### config.mk
export PLATFORM = sky130hd
export DESIGN_NAME = cnn_layer_accel_weight_seq_ctrl
export DESIGN_NICKNAME = d
export VERILOG_FILES = /design/src/rtl/cnn_layer_accel_weight_seq_ctrl.sv
export SDC_FILE = /design/constraint.sdc
export NUM_CORES = 1
export LEC_CHECK = 0
export ABC_AREA = 1
export CAP_MARGIN = 5
export CORE_MARGIN = 5
export CORE_UTILIZATION = 57
export DETAILED_ROUTE_END_ITERATION = 6
export GPL_ROUTABILITY_DRIVEN = 0
export GPL_TIMING_DRIVEN = 0
export PLACE_DENSITY = 0.84
export SLEW_MARGIN = 20
export SYNTH_ARGS = -nofsm -noshare
export SYNTH_HDL_FRONTEND = slang
export SYNTH_SLANG_ARGS = --single-unit
export TNS_END_PERCENT = 100
### constraint.sdc
create_clock -name clk -period 2.1 [get_ports clk]
set_input_delay 0.315 -clock clk [delete_from_list [all_inputs] [get_ports clk]]
set_output_delay 0.315 -clock clk [all_outputs]
set_load 0.02 [all_outputs]
### src/rtl/cnn_layer_accel_weight_seq_ctrl.sv
// Weight-sequence table read controller: walks the C_NUM_SEQ-entry table
// num_iter times under back-pressure, then drains the read latency and pulses done.
module cnn_layer_accel_weight_seq_ctrl #(
  parameter int C_NUM_SEQ    = 5,
  parameter int C_ITER_WIDTH = 16,
  localparam int C_ADDR_WIDTH = $clog2(C_NUM_SEQ)
) (
  input  logic                    clk,
  input  logic                    rst,
  input  logic                    start,
  input  logic [C_ITER_WIDTH-1:0] num_iter,
  input  logic                    stall,
  output logic [C_ADDR_WIDTH-1:0] rdAddr,
  output logic                    rden,
  output logic                    seq_valid,
  output logic                    seq_last,
  output logic                    busy,
  output logic                    done
);

  localparam logic [C_ADDR_WIDTH-1:0] LAST_ADDR = C_ADDR_WIDTH'(C_NUM_SEQ - 1);

  typedef enum logic [1:0] {IDLE, RUN, DRAIN, DONE} state_t;

  state_t                  state;
  logic [C_ADDR_WIDTH-1:0] addr;
  logic [C_ITER_WIDTH-1:0] pass_cnt;
  logic [C_ITER_WIDTH-1:0] iter_lat;
  logic                    last_pass;
  logic                    last_issue;

  // The last pass never increments the pass counter, so num_iter = 2^W-1 cannot overflow.
  assign last_pass  = (pass_cnt == iter_lat - C_ITER_WIDTH'(1));
  assign last_issue = (addr == LAST_ADDR) && last_pass;

  assign rdAddr = addr;
  assign rden   = (state == RUN) && !stall;
  assign busy   = (state == RUN) || (state == DRAIN);
  assign done   = (state == DONE);

  always_ff @(posedge clk) begin
    if (rst) begin
      state     <= IDLE;
      addr      <= '0;
      pass_cnt  <= '0;
      iter_lat  <= '0;
      seq_valid <= 1'b0;
      seq_last  <= 1'b0;
    end else begin
      // Table read stage -> table output stage (1-cycle read latency)
      seq_valid <= rden;
      seq_last  <= rden && last_issue;

      case (state)
        IDLE: begin
          if (start) begin
            iter_lat <= num_iter;
            addr     <= '0;
            pass_cnt <= '0;
            state    <= (num_iter == '0) ? DONE : RUN;
          end
        end
        RUN: begin
          if (!stall) begin
            if (addr == LAST_ADDR) begin
              addr <= '0;
              if (last_pass) state <= DRAIN;
              else pass_cnt <= pass_cnt + C_ITER_WIDTH'(1);
            end else begin
              addr <= addr + C_ADDR_WIDTH'(1);
            end
          end
        end
        DRAIN:   state <= DONE;
        DONE:    state <= IDLE;
        default: state <= IDLE;
      endcase
    end
  end

endmodule

==> metrics.md <==
| Metric | Value |
|---|---|
| Most frequent cells in the layout | `nand2_1, nor2_1, nand3_1, inv_1, dfxtp_1` |
| Worst path bufs/invs | `2` |
| Final net count | `506` |
| Antenna-violating nets left | `0` |
| Initial antenna violation count | `0` |
| Final Total Pwr | `0.00351 W` |
| Min Tclk post-route | `2.05 ns` |
| Initial Utilization | `58.5%` |
| Post-Synth Simple-Gate Area | `40.7%` |
| Final Cycle Share | `97.7%` |
| Min-Delay Endpoint | `pass_cnt[0]` |
| Clock Pin Slew Worst Setup and Hold Paths | `0.08 ns` |
| Sum Neg Setup Slack | `0 ns` |
| # setup viols final | `0` |
| Clock Skews | `0.0127 ns` |
| H-tree Lvls | `2` |
| Cell variety after synth | `29` |
| Critical R2R Launch | `iter_lat[0]` |
| Place WS | `-0.236 ns` |
| Router iterations before antenna repair | `6` |
| Die Height | `79.7 um` |
| First-pass GRT wire length | `11600 um` |
| CP Class | `reg2reg` |
| I/O Buffers | `26` |
| Clk sinks | `39` |
| CTS Root Cell | `clkbuf_8` |
| F_max | `487 MHz` |
| Cell mode on critical path | `nand2_1` |
| Lkg Pwr | `1.48 nW` |
| CTS max path bufs | `2` |
| Number of top-level pins | `28` |
| CP Cell Sequence | `inv_4, ha_4, nand2_4, nor2_4, nand2_1, nand2_2, nand2_1, nor2_1, nand2_1, nor2_2, nand2_2, nand2_4, buf_8, nand3_1, a21oi_2` |
| RSZ-0062 raised after global routing | `true` |
| Routed wire length | `7220 um` |
| PwrDens | `1030 nW/um2` |
| Die Area | `6340 um2` |
| HP Class | `in2reg` |
| # DRC | `0` |
| Cells on worst reg2reg path | `15` |
| Gate Count Post-Synth | `435` |
| Hold buffer count at cts | `0` |
| Synth Area in Adders | `4.07%` |
| Total congestion overflow | `0` |
| Status | `complete, no violations` |
| Hold Startpoint | `rst` |
| Largest family of logic cells by synthesized area | `simple AND/OR/NAND/NOR gates` |
| Top delay family on crit path | `simple AND/OR/NAND/NOR gates` |
| Post-synth top flop | `dfxtp_1` |
| Maximum VDD drop | `0.710 mV` |
| Syn avg cell area | `6.36 um2` |
| CP max stage delay | `0.34 ns` |
| Hold Vio Cnt, Final | `0` |
| Gr usage total | `22.7%` |
| Commonest non-fill, non-tap cell in the layout | `nand2_1` |
| Layout cell share with drive strength beyond 1 | `15.9%` |
| Net count of the mapped netlist | `464` |
| CTS tree | `yes` |
| Sequential area share after synthesis | `28.2%` |
| Relative slew slack | `58.9%` |
| Ys async rst share | `0%` |
| Worst setup SP type | `register` |
| Synthesized cell area | `2770 um2` |
| Diode count | `0` |
| Max_cap viols | `0` |
| XOR/XNOR share of the synthesized area | `8.87%` |
| Post-synthesis mux area share | `0.362%` |
| Largest net degree at the start of global routing | `13` |
| Slowest cell on crit path | `dfxtp_2` |
| Synthesized flop and latch total | `39` |
| Setup WS post-layout | `0.0482 ns` |
| Die W | `79.7 um` |
| CP required | `2.33 ns` |
| Core Util, Final | `72.5%` |
| CP Capture Type | `register` |
| CP Data Arrival Time | `2.28 ns` |
| Ys Warns | `0` |
| HPWL after DPL | `5270 um` |
| Via count | `2929` |
| Core ar. | `4720 um2` |
| Final slew viol count | `0` |
| Vias in the first global route | `2684` |
| Non-Filler Instances | `545` |
| Worst Max-Slew Pin Slew | `0.616 ns` |
| Vias per inst | `5.37` |
| Clock latency on the worst-skew pair | `0.29 ns` |
| Area growth syn-to-layout | `23.9%` |
| Max Fanout on Critical Path | `10` |
| Row cnt | `25` |
| 1st-iter DRT viols | `302` |
| DR WL/cell | `13.2 um` |
| Worst r2r dst | `pass_cnt[10]` |
| Post-placement cell count | `528` |
| Flop2flop setup slack | `0.05 ns` |
| Hold Crit Depth | `2` |
| Synth Area in Compound Gates | `9.14%` |
| TritonCTS buffer count | `5` |
| Count of flip-flops with a built-in enable after synthesis | `0` |
timing repair:
item | 4_1_cts | 5_1_grt
pin swaps | 2 | 8
resized for setup | 9 | 46
endpoints found under the setup margin | 15 | 20
cloned | 1 | 0
setup buffers | 1 | 7
final cells by class:
type	instances	area, um2
fillers	382	1300
repair buffers	35	327
plain buffers	16	90.1
clock buffers	6	72.6
inverters	43	164
flip-flops and latches	39	793
clock inverters	2	12.5
multi-input cells	337	1880
well taps	67	83.8
cell usage after synthesis, types with 2 or more instances:
cell type  instances  area [um2]
nand3_1           47         235
buf_2              5        25.0
inv_1             43         161
ha_1               9         113
nand2_2            4        25.0
clkbuf_1           7        26.3
nor2_2             7        43.8
nor3_1             6        30.0
xor2_1            15         131
nor2_4             2        22.5
nor4_1             3        18.8
nand3b_1           5        37.5
nand4_1           11        68.8
o21ai_1            2        10.0
clkbuf_2           2        10.0
o21ai_0           21         105
dfxtp_1           39         781
a21oi_1           26         130
nand2_1           86         323
xnor2_1           13         114
nor2_1            74         278
power by group:
part	internal (W)	total, W	leakage, nW	switching (W)
combinational	0.000738	0.00197	1.12	0.00123
clock	0.000232	0.000488	0.0412	0.000256
sequential	0.000872	0.00106	0.321	0.000186
kinds of logic (layout without fill, tap and decap cells):
| group | Yosys count | in the layout |
|---|---|---|
| AND/OR/NAND/NOR | 249 | 249 |
| buffers and inverters | 59 | 102 |
| AO/OA/AOI/OAI | 50 | 50 |
| flip-flops | 39 | 39 |
| XOR/XNOR | 28 | 28 |
| adder cells (fa/ha/maj) | 9 | 9 |
| multiplexers | 1 | 1 |
worst reg2reg max path: stages, from the launching register on:
cell,delay [ns]
dfxtp_2,0.34
inv_4,0.07
ha_4,0.15
nand2_4,0.08
nor2_4,0.19
nand2_1,0.09
nand2_2,0.08
nand2_1,0.06
nor2_1,0.10
nand2_1,0.08
nor2_2,0.14
nand2_2,0.12
nand2_4,0.11
buf_8,0.13
nand3_1,0.10
a21oi_2,0.14
metrics by stage:
step                      area [um2]  hold WS [ns]
after detailed placement        3110         0.486
after global placement          3110         0.475
after global routing            3430         0.367
after CTS                       3220         0.340
after floorplan                 2770         0.443
final                           3430         0.347
registers in the layout, indices dropped and copies added (netlist names):
signal,cells
iter_lat,16
rdAddr,3
seq_last,1
pass_cnt,16
state,2
seq_valid,1
per-layer routing:
metal / vias up / wire length, um / part of all wire [%] / track usage (%)
li1: 1493 / - / - / -
met1: 1314 / 3070 / 42 / 28.4
met2: 110 / 3540 / 49 / 38.9
met3: 12 / 478 / 6.6 / 3.95
met4: 0 / 127 / 1.8 / 8.42
met5: - / 0 / 0 / 0
worst max path at each step:
stage	from	slack [ns]	to	depth (start not counted)
2_1_floorplan	state[1]	0.20	pass_cnt[10]	10
3_3_place_gp	stall	-0.20	pass_cnt[5]	9
3_5_place_dp	state[1]	-0.24	pass_cnt[5]	10
4_1_cts	iter_lat[0]	0.003	state[1]	16
5_1_grt	iter_lat[2]	-0.14	pass_cnt[11]	13
6_report	iter_lat[0]	0.05	pass_cnt[10]	15
Note: power is estimated with default switching activity, not from simulation.
